==> src/rtl/controlador_varredura_pkg.sv <==
// Shared encodings for the servo sweep controller: FSM states, sweep direction
// and the position endpoints.
package controlador_varredura_pkg;

  typedef enum logic [2:0] {
    INICIAL   = 3'd0,
    POSICIONA = 3'd1,
    ESPERA    = 3'd2,
    MEDE      = 3'd3,
    AGUARDA   = 3'd4,
    AVANCA    = 3'd5
  } estado_t;

  typedef enum logic {
    SENT_DIR = 1'b0,
    SENT_ESQ = 1'b1
  } sentido_t;

  localparam logic [1:0] POS_MIN = 2'd0;
  localparam logic [1:0] POS_MAX = 2'd3;

endpackage

==> src/rtl/contador_tempo.sv <==
// contador_tempo: modulo-M cycle counter with synchronous clear; fim flags the
// last count (M-1) while conta is high, so a run of M counting cycles ends on fim.
module contador_tempo #(
  parameter int M = 16
) (
  input  logic clock,
  input  logic zera_n,
  input  logic zera,
  input  logic conta,
  output logic fim
);

  localparam int W = (M > 1) ? $clog2(M) : 1;

  logic [W-1:0] valor;

  always_ff @(posedge clock) begin
    if (!zera_n || zera)
      valor <= '0;
    else if (conta)
      valor <= (valor == W'(M - 1)) ? '0 : valor + 1'b1;
  end

  assign fim = conta && (valor == W'(M - 1));

endmodule

==> src/rtl/controlador_varredura.sv <==
// controlador_varredura: sweeps the servo 0,1,2,3,2,1,0,... with settle/measure/advance.
// Define TIMEOUT_MEDIDA_EN to add a measurement timeout and the sticky erro_medida flag.
module controlador_varredura
  import controlador_varredura_pkg::*;
#(
  parameter int TEMPO_ASSENTAMENTO = 25_000_000,
  parameter int TEMPO_LIMITE       = 50_000_000
) (
  input  logic       clock,
  input  logic       zera_n,
  input  logic       ligar,
  input  logic       pronto_medida,
  output logic       set_pos,
  output logic [1:0] pos_inicial,
  output logic       direita,
  output logic       esquerda,
  output logic       enable_mov,
  output logic       mede,
  output logic [1:0] posicao,
  output logic       fim_varredura,
  output logic       erro_medida,
  output logic [2:0] db_estado
);

  estado_t  estado;
  sentido_t sentido;
  logic     fim_assent;
  logic     fim_limite;

  if (TEMPO_ASSENTAMENTO < 1 || TEMPO_LIMITE < 1) begin : g_param_invalido
    $error("controlador_varredura: TEMPO_ASSENTAMENTO and TEMPO_LIMITE must be >= 1");
  end

  contador_tempo #(.M(TEMPO_ASSENTAMENTO)) u_assentamento (
    .clock  (clock),
    .zera_n (zera_n),
    .zera   (estado != ESPERA),
    .conta  (estado == ESPERA),
    .fim    (fim_assent)
  );

`ifdef TIMEOUT_MEDIDA_EN
  contador_tempo #(.M(TEMPO_LIMITE)) u_limite (
    .clock  (clock),
    .zera_n (zera_n),
    .zera   (estado != AGUARDA),
    .conta  (estado == AGUARDA),
    .fim    (fim_limite)
  );
`else
  assign fim_limite  = 1'b0;
  assign erro_medida = 1'b0;
`endif

  assign pos_inicial = POS_MIN;
  assign db_estado   = estado;

  // Pulses are registered on the transition edge, so each is high exactly
  // during the first cycle of the state it belongs to.
  always_ff @(posedge clock) begin
    if (!zera_n) begin
      estado        <= INICIAL;
      sentido       <= SENT_DIR;
      posicao       <= POS_MIN;
      set_pos       <= 1'b0;
      direita       <= 1'b0;
      esquerda      <= 1'b0;
      mede          <= 1'b0;
      fim_varredura <= 1'b0;
      enable_mov    <= 1'b0;
`ifdef TIMEOUT_MEDIDA_EN
      erro_medida   <= 1'b0;
`endif
    end else begin
      set_pos       <= 1'b0;
      direita       <= 1'b0;
      esquerda      <= 1'b0;
      mede          <= 1'b0;
      fim_varredura <= 1'b0;
      case (estado)
        INICIAL: if (ligar) begin
          estado     <= POSICIONA;
          set_pos    <= 1'b1;
          posicao    <= POS_MIN;
          sentido    <= SENT_DIR;
          enable_mov <= 1'b1;
        end
        POSICIONA: estado <= ESPERA;
        ESPERA: if (fim_assent) begin
          estado <= MEDE;
          mede   <= 1'b1;
        end
        MEDE: estado <= AGUARDA;
        AGUARDA: if (pronto_medida || fim_limite) begin
          estado        <= AVANCA;
          fim_varredura <= (sentido == SENT_DIR) ? (posicao == POS_MAX) : (posicao == POS_MIN);
`ifdef TIMEOUT_MEDIDA_EN
          if (!pronto_medida) erro_medida <= 1'b1;
`endif
        end
        AVANCA: if (!ligar) begin
          estado     <= INICIAL;
          enable_mov <= 1'b0;
        end else begin
          estado <= ESPERA;
          if (sentido == SENT_DIR) begin
            if (posicao != POS_MAX) begin
              direita <= 1'b1;
              posicao <= posicao + 2'd1;
            end else begin
              sentido  <= SENT_ESQ;
              esquerda <= 1'b1;
              posicao  <= posicao - 2'd1;
            end
          end else begin
            if (posicao != POS_MIN) begin
              esquerda <= 1'b1;
              posicao  <= posicao - 2'd1;
            end else begin
              sentido <= SENT_DIR;
              direita <= 1'b1;
              posicao <= posicao + 2'd1;
            end
          end
        end
        default: estado <= INICIAL;
      endcase
    end
  end

endmodule

==> config.mk <==
export PLATFORM = sky130hd
export DESIGN_NAME = controlador_varredura
export DESIGN_NICKNAME = d
export VERILOG_FILES = /design/src/rtl/controlador_varredura_pkg.sv /design/src/rtl/contador_tempo.sv /design/src/rtl/controlador_varredura.sv
export SDC_FILE = /design/constraint.sdc
export NUM_CORES = 1
export LEC_CHECK = 0
export CORE_AREA = 2 2 86 47
export DETAILED_ROUTE_END_ITERATION = 8
export DIE_AREA = 0 0 88 49
export GPL_TIMING_DRIVEN = 0
export PLACE_DENSITY = 0.73
export SLEW_MARGIN = 25
export SYNTH_ARGS = -nofsm -noshare
export SYNTH_HDL_FRONTEND = slang
export SYNTH_SLANG_ARGS = --single-unit
==> constraint.sdc <==
create_clock -name clock -period 4.4 [get_ports clock]
set_clock_uncertainty 0.2 [all_clocks]
set_input_delay 1.32 -clock clock [delete_from_list [all_inputs] [get_ports clock]]
set_output_delay 1.32 -clock clock [all_outputs]
set_load 0.005 [all_outputs]
# --- Word level (Yosys, flattened, before mapping) ---
# Index checks and enable logic that the tools add are counted.
totals:
  elab_cells: 68
  inputBits: 4
  ff_bits: 37
  output_inout_bits: 14
classes:
  n_mux: 27
  eq_ne: 14
  reduce_logical: 14
  addsub: 3
ops:
  columns: ["op", "count"]
  rows:
  - ["25-bit by 1-bit adder with 25-bit output (second input constant)", 1]
  - ["25-bit == test (second input constant)", 1]
  - ["25-bit two-way mux", 1]
  - ["3-bit case mux with 6 select lines", 1]
  - ["3-bit AND reduction", 5]
  - ["1-bit two-way mux", 13]
  - ["2-bit two-way mux", 6]
  - ["2-bit inequality test (second input constant)", 6]
  - ["3-bit two-way mux", 3]
  - ["3-bit by 2-bit == test with 1-bit output (second input constant)", 2]
  - ["3-bit == test (second input constant)", 2]
  - ["1-bit case mux with 2 select lines", 2]
  - ["2-bit case mux with 2 select lines", 1]
  - ["2-bit AND reduction", 2]
  - ["2-bit nonzero test", 2]
  - ["3-bit by 1-bit == test with 1-bit output (second input constant)", 1]
  - ["3-bit zero test", 1]
  - ["3-bit by 2-bit inequality test with 1-bit output (second input constant)", 1]
  - ["2-bit by 1-bit adder with 2-bit output (second input constant)", 1]
  - ["2-bit == test (second input constant)", 1]
  - ["2-bit zero test", 1]
  - ["2-bit by 1-bit subtractor with 2-bit output (second input constant)", 1]
  - ["1-bit logical AND", 1]
  - ["1-bit zero test", 1]
  - ["1-bit logical OR", 1]

# --- Depth between registers and ports, before layout ---
logic_depth:
  depth_word: 5
  mapped_depth: 6

# --- Modules after synthesis ---
# A second synthesis with hierarchy kept.
hier_totals:
  cells_unflattened: 201
  hier_area_um2: 1786.7
by_module_without_submodules:
  columns: ["mod", "n_inst", "area_each_um2", "seq_area_each_um2", "cells_per_inst"]
  rows:
  - ["contador_tempo", 1, 1209.9, 500.5, 138]
  - ["controlador_varredura", 1, 576.8, 240.2, 63]

# --- Least setup slack after synthesis ---
# OpenSTA, ideal clock, no wires.
synth_path:
  path_type: "in2reg"
  startpoint: "in ligar"
  endpoint: "reg sentido"
  n_path_buf: 0
  arrival_time_ps: 1885
  cell_stages: 4
  slack_ps: 2241
  cell_sequence: "nor2b_1 and3_1 nand3_1 a31oi_1"
synth_between:
  elab_chain_cells: 2
synth_lines:
  columns: ["item", "line_no", "text"]
  rows:
  - ["start, declared", "controlador_varredura.sv:11", "input logic ligar,"]
  - ["2-bit inequality test (no source line)", null, null]
  - ["3-bit AND reduction (no source line) *", null, null]
  - ["end signal, assigned", "controlador_varredura.sv:63", "sentido <= SENT_DIR;"]
  - ["end signal, assigned", "controlador_varredura.sv:85", "sentido <= SENT_DIR;"]
  - ["end signal, assigned", "controlador_varredura.sv:111", "sentido <= SENT_ESQ;"]
  - ["end, declared", "controlador_varredura.sv:26", "sentido_t sentido;"]
# Every way passes the cells marked *; elsewhere a longest branch is shown, timed or not.
# A chain may end at the register's enable or synchronous reset.

# --- Worst setup path in the final report ---
layout_path:
  startpoint: "reg estado[2] (netlist: db_estado[2])"
  endpoint: "out db_estado[2]"
layout_rtl:
  columns: ["item", "line_no", "text"]
  rows:
  - ["start, declared", "controlador_varredura.sv:25", "estado_t estado;"]
  - ["start signal, assigned", "controlador_varredura.sv:62", "estado <= INICIAL;"]
  - ["start signal, assigned", "controlador_varredura.sv:82", "estado <= POSICIONA;"]
  - ["start signal, assigned", "controlador_varredura.sv:88", "POSICIONA: estado <= ESPERA;"]
  - ["end, declared", "controlador_varredura.sv:22", "output logic [2:0] db_estado"]
# No word-level cell between the ends.

==> flow_metrics.py <==
metrics = {
    "outcome": {
        "status": "finished clean",
    },
    "routing": {
        "route.met2.wl_mm": 1.43,
        "dr_total_vias": 1574,
        "drtIter0Drc": 76,
        "wl_met1_mm": 2.30,
        "met3WireLength_um": 258,
        "dr.pass1.iters": 4,
        "drc_errors": 0,
        "detail_route.wl_per_cell_um": 14.3,
        "route.detailed.vias_per_inst": 5.58,
        "drtAntennaViolNets": 0,
        "routed.top_layer": "met4",
        "drt-total-wl_mm": 4.05,
    },
    "yosys": {
        "synth_commonest_cells": "37 x dfxtp_1, 21 x nor2_1, 14 x a21oi_1",
        "yosys_register_bits": 37,
        "synthesis.yosys.warnings": 0,
        "synth_top_cell_area_share_pct": 40.6,
        "synth.yosys.seq_area_share_pct": 40.6,
        "post-synth-top-count-cell": "dfxtp_1",
        "ys_types": 48,
        "yosys_most_used_dff": "dfxtp_1",
        "synth.largest_area_cell": "dfxtp_1",
        "asyncSetResetFlopFracSynth_pct": 0,
        "synthTopCellsByArea": "dfxtp_1 41%, nor2_1 4.3%, o31ai_1 4.1%",
        "syn-instance-count": 205,
        "number_of_flops_mapped_to_enable_cells_by_yosys": 0,
        "syn-cell-area_mm2": 0.00183,
        "postSynthAreaPerCell_um2": 8.90,
    },
    "finish": {
        "final.fill_count": 335,
        "area_used_by_multi_input_combinational_logic_um2": 996,
        "largest_register_ff_count": 25,
        "area_growth_syn_to_layout_pct": 16.5,
        "regMostFlops": "u_assentamento.valor",
        "diodes": 0,
        "area.sequential_um2": 741,
        "nets": 233,
        "post_route_cells_drive_above_1_share_pct": 12.7,
    },
    "setup_path": {
        "worstPathBufferInverterCount": 1,
        "critical-path-slowest-cell": "clkdlybuf4s50_1",
        "timing.critical_path.from": "db_estado[2]",
        "critical_path_capture_point_type": "primary output",
        "path_max_fanout": 6,
        "worst_r2r_startpoint": "u_assentamento.valor[0]",
        "max_stage_delay_ps": 560,
        "critical_path_arrival_ps": 1310,
        "cell_type_group_with_the_largest_total_delay_on_the_critical_path": "buffers and inverters",
        "worst-endpoint-required_ps": 2880,
        "timing.setup.critical_path_class": "reg -> out",
        "worstPathCellList": "clkdlybuf4s50_1",
        "crit_path_start_kind": "flop",
    },
    "floorplanning": {
        "core_region_area_mm2": 0.00362,
        "die_width_um": 88,
        "placement_rows": 16,
        "dieArea_mm2": 0.00431,
        "number_of_placed_i_o_pins": 18,
        "die-height_um": 49,
        "initial_utilization_pct": 50.4,
    },
    "power": {
        "ir_worst_vdd_uv": 218,
        "cell_area_power_density_mw_per_mm2": 292,
        "p_leak_nw": 0.683,
        "post-layout-total-power_mw": 0.621,
    },
    "timing": {
        "layout_min_cycle_time_ps": 2830,
        "fmax_mhz": 353,
        "final-setup-viol-count": 0,
        "hold_viol_final": 0,
        "final.period_utilization_pct": 64.3,
        "rsz0062_at_grt": "no",
        "totalNegativeSetupSlack_ps": 0,
        "maxSlewViolCount": 0,
    },
    "cts": {
        "ctsLongestPathBuffers": 2,
        "tritoncts": "built",
        "worst_skew_pair.late_latency_ps": 290,
        "tritoncts.num_buffers": 5,
        "post-cts-setup-buffers": 0,
        "h_tree_depth": 2,
        "cts.repair.resized": 0,
        "clkSlewWorstSetupHoldPaths_ps": 70,
        "clock-root-buffer": "clkbuf_8",
        "post_cts_hold_buffer_count": 0,
        "cts_num_sinks": 37,
    },
    "global_routing": {
        "grt_antenna_before_repair": 0,
        "grt.overflow.total": 0,
        "grt_pass1_vias": 1359,
        "grt_start_max_net_pins": 11,
        "grt_util_all_layers_pct": 21.4,
        "grt_first_pass_wirelength_mm": 6.82,
    },
    "place": {
        "place.port_buffers": 14,
        "hpwlAfterDp_mm": 3.00,
        "gp_congestion": 0.834,
    },
    "min_path": {
        "hp-class": "reg -> reg",
        "worstHoldStart": "u_assentamento.valor[0]",
    },
    "job": {
        "drv_cap": 0,
    },
}
power by group:
part	internal [mW]	switching, mW
Combinational	0.0188	0.0202
Clock	0.124	0.115
Sequential	0.339	0.00389
Total	0.482	0.139
through the flow:
step | hold slack (ps) | cell area, um^2 | utilization, % | cells | setup slack [ps]
2_1_floorplan | 226 | 1830 | - | 207 | 2240
3_3_place_gp | 243 | 2040 | 56.3 | 275 | 1480
3_5_place_dp | 255 | 2040 | 56.3 | 275 | 1490
4_1_cts | 276 | 2130 | 58.7 | 282 | 1550
5_1_grt | 310 | 2130 | 58.7 | 282 | 1500
6_report | 277 | 2130 | 58.7 | 282 | 1570
logic make-up after synthesis:
kind of cell	synth area share, %
AOI/OAI and AO/OA	14.4
muxes	0.548
adders and majority gates	1.23
other	0.205
buffers and inverters	5.28
and+or+nand+nor	33.0
DFF	40.6
xor gates and xnor gates	4.80
metal layers:
layer | global-route usage (%) | vias to the layer above
met5 | 0 | -
met2 | 23.9 | 42
met1 | 35.8 | 726
li1 | - | 800
met3 | 5.58 | 6
met4 | 9.49 | 0
area by class of cell:
type | count | area share, %
Buffer | 12 | 3.82
Clock buffer | 7 | 4.06
Inverter | 4 | 0.706
Multi-Input combinational cell | 154 | 46.8
Sequential cell | 37 | 34.8
Tap cell | 54 | 3.18
Timing Repair Buffer | 14 | 6.59
placed cells by master (no fill, tap or decap), types with 3 or more instances in the layout:
master	instances
a21oi_1	14
a31oi_1	3
and2_1	4
and4_1	4
buf_4	3
buf_6	3
clkbuf_1	5
clkbuf_8	6
clkdlybuf4s50_1	14
conb_1	3
dfxtp_1	37
inv_1	4
nand2_1	13
nand2b_1	3
nand3_1	8
nand4_1	10
nor2_1	21
nor2b_1	3
o21ai_0	5
o31ai_1	10
or3_1	3
or4_1	7
xor2_1	8
worst paths after layout:
path                            slack, ps  cells past startpoint                       end
worst max-delay path                 1570                      1              db_estado[2]
worst min-delay path                  280                      1   u_assentamento.valor[0]
worst max register to register       2330                      6  u_assentamento.valor[22]
worst min register to register        280                      1   u_assentamento.valor[0]
(Power assumes the default switching activity.)
